==> src/rtl/time_keeper.sv <==
// time_keeper: BCD MM:SS.cc stopwatch/timer datapath with lap snapshots.
// Driven by the mode FSM strobes; feeds a 4-digit BCD word to the 7-seg decoder.
// Ports:
//   i_clk, i_nrst             clock, async active-low reset
//   i_clear                   sync clear (count, prescaler, laps, flags); top priority
//   i_enable                  run request
//   i_enable_increment/_decrement  direction; exactly one high to run
//   i_write / i_read          level inputs; rising edge stores lap / advances recall
//   i_output_select [1:0]     display source
//   i_load, i_preset [15:0]   load BCD MMSS preset (only while i_enable=0)
//   o_digits [15:0]           BCD display word
//   o_done, o_overflow        sticky down-count-complete / up-count-wrap flags
//   o_lap_count, o_lap_full   stored lap count, full indicator
module time_keeper #(
  parameter int TICK_DIV  = 100,
  parameter int LAP_DEPTH = 4
) (
  input  logic                               i_clk,
  input  logic                               i_nrst,
  input  logic                               i_clear,
  input  logic                               i_enable,
  input  logic                               i_enable_increment,
  input  logic                               i_enable_decrement,
  input  logic                               i_write,
  input  logic                               i_read,
  input  logic [1:0]                         i_output_select,
  input  logic                               i_load,
  input  logic [15:0]                        i_preset,
  output logic [15:0]                        o_digits,
  output logic                               o_done,
  output logic                               o_overflow,
  output logic [$clog2(LAP_DEPTH+1)-1:0]     o_lap_count,
  output logic                               o_lap_full
);

  localparam int PW   = $clog2(TICK_DIV);
  localparam int LCW  = $clog2(LAP_DEPTH + 1);
  localparam int PTRW = $clog2(LAP_DEPTH);

  // Count packed as {m10,m1,s10,s1,c10,c1}; digit 3 (s10) and 5 (m10) roll at 5.
  function automatic logic [24:0] bcd_inc(input logic [23:0] v);
    logic [23:0] r;
    logic        c;
    logic [3:0]  d;
    logic [3:0]  lim;
    r = v;
    c = 1'b1;
    for (int i = 0; i < 6; i++) begin
      d   = v[i*4 +: 4];
      lim = (i == 3 || i == 5) ? 4'd5 : 4'd9;
      if (c) begin
        if (d >= lim) begin
          r[i*4 +: 4] = 4'd0;
          c = 1'b1;
        end else begin
          r[i*4 +: 4] = d + 4'd1;
          c = 1'b0;
        end
      end else begin
        r[i*4 +: 4] = d;
      end
    end
    // Carry out of m10 means 59:59.99 wrapped to zero.
    return {c, r};
  endfunction

  // Returns {reached_zero, next}; zero input holds at zero.
  function automatic logic [24:0] bcd_dec(input logic [23:0] v);
    logic [23:0] r;
    logic        b;
    logic [3:0]  d;
    logic [3:0]  lim;
    r = v;
    b = (v != 24'd0);
    for (int i = 0; i < 6; i++) begin
      d   = v[i*4 +: 4];
      lim = (i == 3 || i == 5) ? 4'd5 : 4'd9;
      if (b) begin
        if (d == 4'd0) begin
          r[i*4 +: 4] = lim;
          b = 1'b1;
        end else begin
          r[i*4 +: 4] = d - 4'd1;
          b = 1'b0;
        end
      end else begin
        r[i*4 +: 4] = d;
      end
    end
    return {(r == 24'd0), r};
  endfunction

  // Clamp tens digits to 5 and ones digits to 9.
  function automatic logic [15:0] sat_preset(input logic [15:0] p);
    logic [15:0] r;
    r[15:12] = (p[15:12] > 4'd5) ? 4'd5 : p[15:12];
    r[11:8]  = (p[11:8]  > 4'd9) ? 4'd9 : p[11:8];
    r[7:4]   = (p[7:4]   > 4'd5) ? 4'd5 : p[7:4];
    r[3:0]   = (p[3:0]   > 4'd9) ? 4'd9 : p[3:0];
    return r;
  endfunction

  logic [23:0]     r_cnt;
  logic [PW-1:0]   r_pre;
  logic            r_done;
  logic            r_overflow;
  logic [23:0]     r_lap [LAP_DEPTH];
  logic [LCW-1:0]  r_lap_count;
  logic [PTRW-1:0] r_rd_ptr;
  logic            r_wr_hist;
  logic            r_rd_hist;

  logic            w_run;
  logic            w_tick;
  logic [24:0]     w_inc;
  logic [24:0]     w_dec;
  logic            w_wr_rise;
  logic            w_rd_rise;
  logic            w_lap_full;
  logic [LCW-1:0]  w_rd_ext;
  logic [23:0]     w_lap_sel;

  assign w_run      = i_enable & (i_enable_increment ^ i_enable_decrement);
  assign w_tick     = w_run & (r_pre == PW'(TICK_DIV - 1));
  assign w_inc      = bcd_inc(r_cnt);
  assign w_dec      = bcd_dec(r_cnt);
  assign w_wr_rise  = i_write & ~r_wr_hist;
  assign w_rd_rise  = i_read & ~r_rd_hist;
  assign w_lap_full = (r_lap_count == LCW'(LAP_DEPTH));
  assign w_rd_ext   = LCW'(r_rd_ptr) + LCW'(1);
  assign w_lap_sel  = r_lap[r_rd_ptr];

  // Time count, prescaler and sticky flags.
  always_ff @(posedge i_clk or negedge i_nrst) begin
    if (!i_nrst) begin
      r_cnt      <= 24'd0;
      r_pre      <= {PW{1'b0}};
      r_done     <= 1'b0;
      r_overflow <= 1'b0;
    end else if (i_clear) begin
      r_cnt      <= 24'd0;
      r_pre      <= {PW{1'b0}};
      r_done     <= 1'b0;
      r_overflow <= 1'b0;
    end else if (i_load && !i_enable) begin
      r_cnt  <= {sat_preset(i_preset), 8'h00};
      r_pre  <= {PW{1'b0}};
      r_done <= 1'b0;
    end else if (w_tick) begin
      r_pre <= {PW{1'b0}};
      if (i_enable_increment) begin
        r_cnt <= w_inc[23:0];
        if (w_inc[24]) r_overflow <= 1'b1;
      end else begin
        r_cnt <= w_dec[23:0];
        if (w_dec[24]) r_done <= 1'b1;
      end
    end else if (w_run) begin
      r_pre <= r_pre + 1'b1;
    end
  end

  // Lap storage; write slot is the low bits of the count since laps fill in order.
  always_ff @(posedge i_clk or negedge i_nrst) begin
    if (!i_nrst) begin
      for (int k = 0; k < LAP_DEPTH; k++) r_lap[k] <= 24'd0;
      r_lap_count <= {LCW{1'b0}};
      r_rd_ptr    <= {PTRW{1'b0}};
    end else if (i_clear) begin
      for (int k = 0; k < LAP_DEPTH; k++) r_lap[k] <= 24'd0;
      r_lap_count <= {LCW{1'b0}};
      r_rd_ptr    <= {PTRW{1'b0}};
    end else begin
      // r_cnt here is the pre-tick value when a tick lands in the same cycle.
      if (w_wr_rise && !w_lap_full) begin
        r_lap[r_lap_count[PTRW-1:0]] <= r_cnt;
        r_lap_count <= r_lap_count + 1'b1;
      end
      if (w_rd_rise && (r_lap_count != {LCW{1'b0}})) begin
        r_rd_ptr <= (w_rd_ext >= r_lap_count) ? {PTRW{1'b0}} : w_rd_ext[PTRW-1:0];
      end
    end
  end

  // Edge-detect history; only reset clears it so a held level never re-fires.
  always_ff @(posedge i_clk or negedge i_nrst) begin
    if (!i_nrst) begin
      r_wr_hist <= 1'b0;
      r_rd_hist <= 1'b0;
    end else begin
      r_wr_hist <= i_write;
      r_rd_hist <= i_read;
    end
  end

  // Display source mux.
  always_comb begin
    o_digits = 16'h0000;
    case (i_output_select)
      2'b00:   o_digits = r_cnt[23:8];
      2'b01:   o_digits = r_cnt[15:0];
      2'b10:   o_digits = (r_lap_count == {LCW{1'b0}}) ? 16'h0000 : w_lap_sel[23:8];
      2'b11:   o_digits = (r_lap_count == {LCW{1'b0}}) ? 16'h0000 : w_lap_sel[15:0];
      default: o_digits = 16'h0000;
    endcase
  end

  assign o_done      = r_done;
  assign o_overflow  = r_overflow;
  assign o_lap_count = r_lap_count;
  assign o_lap_full  = w_lap_full;

endmodule

==> config.mk <==
export PLATFORM = sky130hd
export DESIGN_NAME = time_keeper
export DESIGN_NICKNAME = d
export VERILOG_FILES = /design/src/rtl/time_keeper.sv
export SDC_FILE = /design/constraint.sdc
export NUM_CORES = 1
export LEC_CHECK = 0
export ABC_CLOCK_PERIOD_IN_PS = 3100
export CORE_MARGIN = 10
export CORE_UTILIZATION = 58
export CTS_CLUSTER_SIZE = 8
export DETAILED_ROUTE_END_ITERATION = 16
export PLACE_DENSITY_LB_ADDON = 0.3
export REMOVE_ABC_BUFFERS = 1
export SYNTH_ARGS = -nofsm -noshare
export SYNTH_HDL_FRONTEND = slang
export SYNTH_SLANG_ARGS = --single-unit
==> constraint.sdc <==
create_clock -name i_clk -period 3.1 [get_ports i_clk]
set_input_delay 0.62 -clock i_clk [delete_from_list [all_inputs] [get_ports i_clk]]
set_output_delay 0.62 -clock i_clk [all_outputs]
set_load 0.05 [all_outputs]
# Word-level counts from Yosys, hierarchy flattened
# Cells that the tools add are included.
[word_totals]
input_bits = 27
elab_cells = 181
output_inout_bits = 22
ff_bits = 136
[op_classes]
n_bitwise = 9
n_mux = 82
order_cmp = 14
n_reduce_logical = 32
n_addsub = 15
eq_ne = 12
[ops]
columns = ["operator", "n"]
rows = [
  ["$mux W96", 2],
  ["$mux W24", 7],
  ["$mux W4", 27],
  ["$bwmux W96", 1],
  ["$pmux W16 S4", 1],
  ["$bmux W24 S2", 1],
  ["$demux W24 S2", 1],
  ["$mux W16", 2],
  ["$mux W1", 31],
  ["$mux W7", 4],
  ["$add A4 B1 Y4 const B", 6],
  ["$logic_not A24 Y1", 1],
  ["$logic_not A4 Y1", 6],
  ["$reduce_bool A24 Y1", 1],
  ["$sub A4 B1 Y4 const B", 6],
  ["$ne A4 B2 Y1 const B", 5],
  ["$ge A4 B4 Y1 const B", 4],
  ["$reduce_and A2 Y1", 5],
  ["$reduce_bool A2 Y1", 5],
  ["$reduce_bool A3 Y1", 3],
  ["$ge A4 B3 Y1 const B", 2],
  ["$gt A4 B3 Y1 const B", 2],
  ["$gt A4 B4 Y1 const B", 2],
  ["$add A7 B1 Y7 const B", 1],
  ["other kinds (24)", 38],
]

# Longest topological paths before layout
# Gate-level depths: netlist of the first run.
[depth]
ltp_word = 14
ltp_mapped = 11

# Least setup slack after synthesis of the first run
# No wires, ideal clock.
[synth_timing]
path_type = "input to output"
start = "input port i_output_select[1]"
end = "output port o_digits[10]"
t_arrival_ns = 2.607
setup_slack_ns = -0.127
t_required_ns = 2.480
stages = 6
cell_sequence = "clkbuf_1 > clkinv_1 > a21oi_1 > clkbuf_1 > a221oi_1 > a21oi_1"
[synth_via]
elab_chain_len = 2
elab_cells_between_ends = 5
classes_between = "eq/ne (3); mux (1); reduce/logical (1)"
[synth_rtl]
columns = ["item", "line", "text"]
rows = [
  ["start, declared", "26", "input logic [1:0] i_output_select,"],
  ["$eq A2 B2 Y1, or another cell as far along", "199", "case (i_output_select)"],
  ["$pmux W16 S4 (*)", "199", ""],
  ["end, declared", "29", "output logic [15:0] o_digits,"],
]
# Every way passes the cells marked *; elsewhere a longest branch is shown, timed or not.

# Final worst setup path of the first run
[layout_timing]
start = "register r_rd_ptr[0]"
end = "output port o_digits[4]"
[layout_via]
elab_chain_len = 6
elab_cells_between_ends = 7
classes_between = "mux (6); bitwise (1)"
[layout_rtl]
columns = ["item", "line", "text"]
rows = [
  ["start, declared", "109", "logic [PTRW-1:0] r_rd_ptr;"],
  ["start signal, assigned", "168", "r_rd_ptr <= {PTRW{1'b0}};"],
  ["start signal, assigned", "172", "r_rd_ptr <= {PTRW{1'b0}};"],
  ["start signal, assigned", "180", "r_rd_ptr <= (w_rd_ext >= r_lap_count) ? {PTRW{1'b0}} : w_rd_ext[PTRW-1:0];"],
  ["$not A2 Y3 (not written as such) (*)", "131", "assign w_lap_sel = r_lap[r_rd_ptr];"],
  ["$bmux W24 S2 (*)", "131", ""],
  ["$mux W24 (not written as such) (*) (2 in a row)", "131", ""],
  ["$mux W16 (on tied branches)", "203, 202", ""],
  ["$pmux W16 S4 (*)", "199", ""],
]
# Every way passes the cells marked *; elsewhere a longest branch is shown, timed or not. The select of a mux whose other input is x is not followed.

==> out/summary.txt, run 1 <==
Status -> completed
Vias in the first global route -> 8002
Final worst path period need -> 2887 ps
Post-Synth XOR/XNOR Area -> 1.434%
Asr flop ratio synth -> 100.0%
Slew Limit Headroom -> 26.59%
DRC Markers -> 0
Power Total -> 5.117 mW
PD cells -> 508.3 nW/µm²
Worst skew pair latency -> 430 ps
Max_cap viols -> 0
Vias -> 8187
Area delta synth->final -> 17.75%
H-tree Lvls -> 4
CTS Buf Count -> 17
Worst vdd ir -> 0.4350 mV
# hold bufs at CTS -> 0
Starting Density -> 59.04%
Tcrit/Tclk final -> 93.14%
GRT Util Overall -> 25.81%
Critical Path AT -> 2270 ps
Fmax -> 346.3 MHz
DRT iter0 DRCs -> 1007
Post-CTS sizing -> 0
End-of-flow core utilization -> 69.52%
Leak pwr -> 4.113 nW
Comb pwr share -> 21.5%
Slowest CP cell -> mux4_2
Sequential share of power -> 36.8%
Clock root buffer -> clkbuf_16
Setup tns final -> 0 ps
Worst-margin pin slew -> 1101 ps
Unique masters post-synth -> 75
Syn_area_per_cell -> 8.480 µm²
Post-Synth Simple-Gate Area -> 21.37%
Yosys reg bits -> 136
Router iterations before antenna repair -> 5
Crit path largest cell delay -> 590 ps
Pin count of the biggest net entering global routing -> 105
Slew Limit Fails -> 0
Core box area -> 14480 µm²
Kind of critical path -> reg -> out
Final Hold Vio Count -> 0
Routed Antenna Nets -> 0
Most frequent CP cell -> a211oi_1
CTS max path bufs -> 2
Die Wd -> 141.4 µm
Vias/cell -> 6.613
Postcts setup bufs -> 0
DRT Wirelength -> 26120 µm
Final net count -> 1094
CP endpoint kind -> output port
Worst setup SP type -> register
Cells on worst reg2reg path -> 9
Die Y -> 141.4 µm
Hold WS -> 171.2 ps
Clock skew -> 8.905 ps
Die area -> 19990 µm²
Placed Cells incl. Taps -> 1205
Min-Delay Path Class -> in -> async
Cells after Synth -> 1008
I/O pin cnt -> 49
TritonCTS clock tree -> done
Global route total overflow -> 0
HPWL after DPL -> 17010 µm
Post-Syn Area -> 8548 µm²
Port Buffers -> 48
Worst-path cell chain -> buf_12 -> mux4_2 -> a211oi_1 -> a211oi_1 -> buf_4
Largest family of logic cells by synthesized area -> simple AND/OR/NAND/NOR gates
P_int -> 3.515 mW
Required @ worst endpoint -> 2480 ps
Sw Ratio -> 31.30%
Clock-pin slew on the worst setup and hold paths -> 60 ps
Post-route insts no fill -> 1238
Ys Warns -> 0
GPL Wtd Cong -> 0.9403
Wire length per cell -> 21.09 µm
Layout cell share with drive strength beyond 1 -> 14.06%
Multiplexer share of the synthesized area -> 7.845%
Crit path max fanout -> 28
Switching power -> 1.601 mW
RSZ-0062 raised after global routing -> false
Register area share after synthesis -> 39.81%
First-pass GRT wire length -> 41830 µm
Compound-Gate Fraction of Synth Area -> 20.48%
Synth Area in Adders -> 3.952%
Initial antenna violation count -> 1
Top_reg_cell synth -> dfrtp_1
Site row count -> 44
Clk sinks -> 136
Number of synthesized flops with an enable pin -> 0
Setup violators final -> 0
Clock power share -> 41.6%
## Yosys cell counts, drive strengths merged, types with 4 or more instances
cell type	number	area share (%)
nand2	224	9.8
nor2b	6	0.44
nand2b	12	0.88
xnor2	5	0.51
xor2	9	0.92
inv	22	0.97
and2	5	0.37
ha	27	4.0
clkbuf	82	3.6
nor3	14	0.95
nor2	60	2.6
nand4	8	0.59
buf	9	0.50
mux2i	13	1.5
dfrtp	136	40
a221oi	8	0.82
a31oi	17	1.2
and3	5	0.37
a211oi	17	1.5
nand3	19	1.1
a21oi	147	8.6
o31ai	11	0.97
or3b	7	0.72
a311oi	4	0.41
a21o	4	0.35
nor4	8	0.76
or3	4	0.29
nor3b	7	0.98
o21ai	37	2.2
a2111oi	5	0.59
mux4	24	6.3
## power by group through the flow
stage	Sequential (mW)	Clock [mW]	Combinational (mW)
floorplan	1.95	0	0.555
global placement	1.91	0	1.05
detailed placement	1.91	0	1.07
CTS	1.88	2.14	1.08
global route	1.89	2.22	1.17
finish	1.88	2.13	1.10
## cells by family after synthesis
| group | after synthesis |
|---|---|
| simple gates | 393 |
| compound gates | 287 |
| flops | 136 |
| buf+inv | 114 |
| mux | 37 |
| fa+ha+maj | 27 |
| xor+xnor | 14 |
## area by class of cell
class,count,area (µm²)
clock buffers,18,439.2
fillers,1092,4413
well taps,184,230.2
repair buffers,104,1022
multi-input cells,758,4708
flip-flops and latches,136,3405
diodes,1,2.502
clock inverters,14,172.7
inverters,23,86.33
## worst paths after layout
| check | from | endpoint | slack (ps) |
|---|---|---|---|
| max | r_rd_ptr[0] | o_digits[4] | 210 |
| min | i_nrst | r_pre[1] | 170 |
| max reg2reg | r_cnt[12] | r_cnt[9] | 330 |
| min reg2reg | r_lap[35] | r_lap[35] | 520 |
| max in group asynchronous | i_nrst | r_lap[50] | 2250 |
| min in group i_clk | i_clear | o_overflow | 480 |
## metrics by stage
| step | instance area, µm² | setup WS [ps] |
|---|---|---|
| detailed placement | 9452 | 338.8 |
| global placement | 9452 | 380.6 |
| floorplan | 8198 | -388.4 |
| CTS | 10060 | 214.2 |
| finish | 10070 | 212.7 |
| global route | 10070 | 93.85 |
## state kept, by name (all words and copies together), names as in the netlist
register,count
o_lap_count,3
o_done,1
r_wr_hist,1
r_pre,7
r_rd_hist,1
r_rd_ptr,2
r_lap,96
o_overflow,1
r_cnt,24
## worst max-delay path: cells and delay by family (launching register included)
family	cells	cell delay [ps]
buffers and inverters	2	460
multiplexers	1	590
flip-flops	1	370
AO/OA/AOI/OAI	2	400
## layer usage
| metal | up-vias | wire length, µm | GRT usage [%] | part of all wire, % |
|---|---|---|---|---|
| met5 | - | 0 | 0 | 0 |
| met3 | 86 | 2498 | 5.975 | 9.6 |
| met4 | 0 | 1201 | 14.36 | 4.6 |
| met1 | 3933 | 10150 | 33.23 | 39 |
| li1 | 3651 | - | - | - |
| met2 | 517 | 12270 | 39.37 | 47 |
## placed cells by master (no fill, tap or decap), types with 4 or more instances in the layout
cell type | synthesis | final
dfrtp_1 | 136 | 135
o21ai_0 | 35 | 35
nand2b_1 | 12 | 12
clkbuf_16 | 0 | 17
xor2_1 | 9 | 9
nand2_1 | 224 | 224
mux2i_1 | 13 | 13
nor3b_2 | 4 | 4
a31oi_1 | 17 | 17
a21oi_1 | 147 | 147
clkinvlp_4 | 0 | 5
a221oi_1 | 8 | 8
clkdlybuf4s50_1 | 0 | 30
inv_1 | 22 | 22
nor2_1 | 60 | 60
nor4_1 | 7 | 7
nor2b_1 | 6 | 6
o31ai_1 | 11 | 11
a311oi_1 | 4 | 4
or3b_2 | 6 | 6
and3_1 | 5 | 5
or3_1 | 4 | 4
a211oi_1 | 17 | 17
ha_1 | 27 | 27
nor3_1 | 13 | 13
a2111oi_0 | 4 | 4
nand3_1 | 19 | 19
buf_4 | 0 | 60
nand4_1 | 8 | 8
xnor2_1 | 5 | 5
a21o_1 | 4 | 4
buf_12 | 0 | 13
mux4_2 | 24 | 24
Note: power is estimated with default switching activity, not from simulation.
==> run 2, diff against run 1 <==
--- a/config.mk
+++ b/config.mk
@@ -8,6 +8,7 @@
 export ABC_CLOCK_PERIOD_IN_PS = 3100
 export CORE_MARGIN = 10
 export CORE_UTILIZATION = 58
+export CTS_BUF_LIST = sky130_fd_sc_hd__clkbuf_4 sky130_fd_sc_hd__clkbuf_8 sky130_fd_sc_hd__clkbuf_16
 export CTS_CLUSTER_SIZE = 8
 export DETAILED_ROUTE_END_ITERATION = 16
 export PLACE_DENSITY_LB_ADDON = 0.3
==> results of run 2 <==
Same layout as run 1: the final DEF is identical, and so are final timing and power.
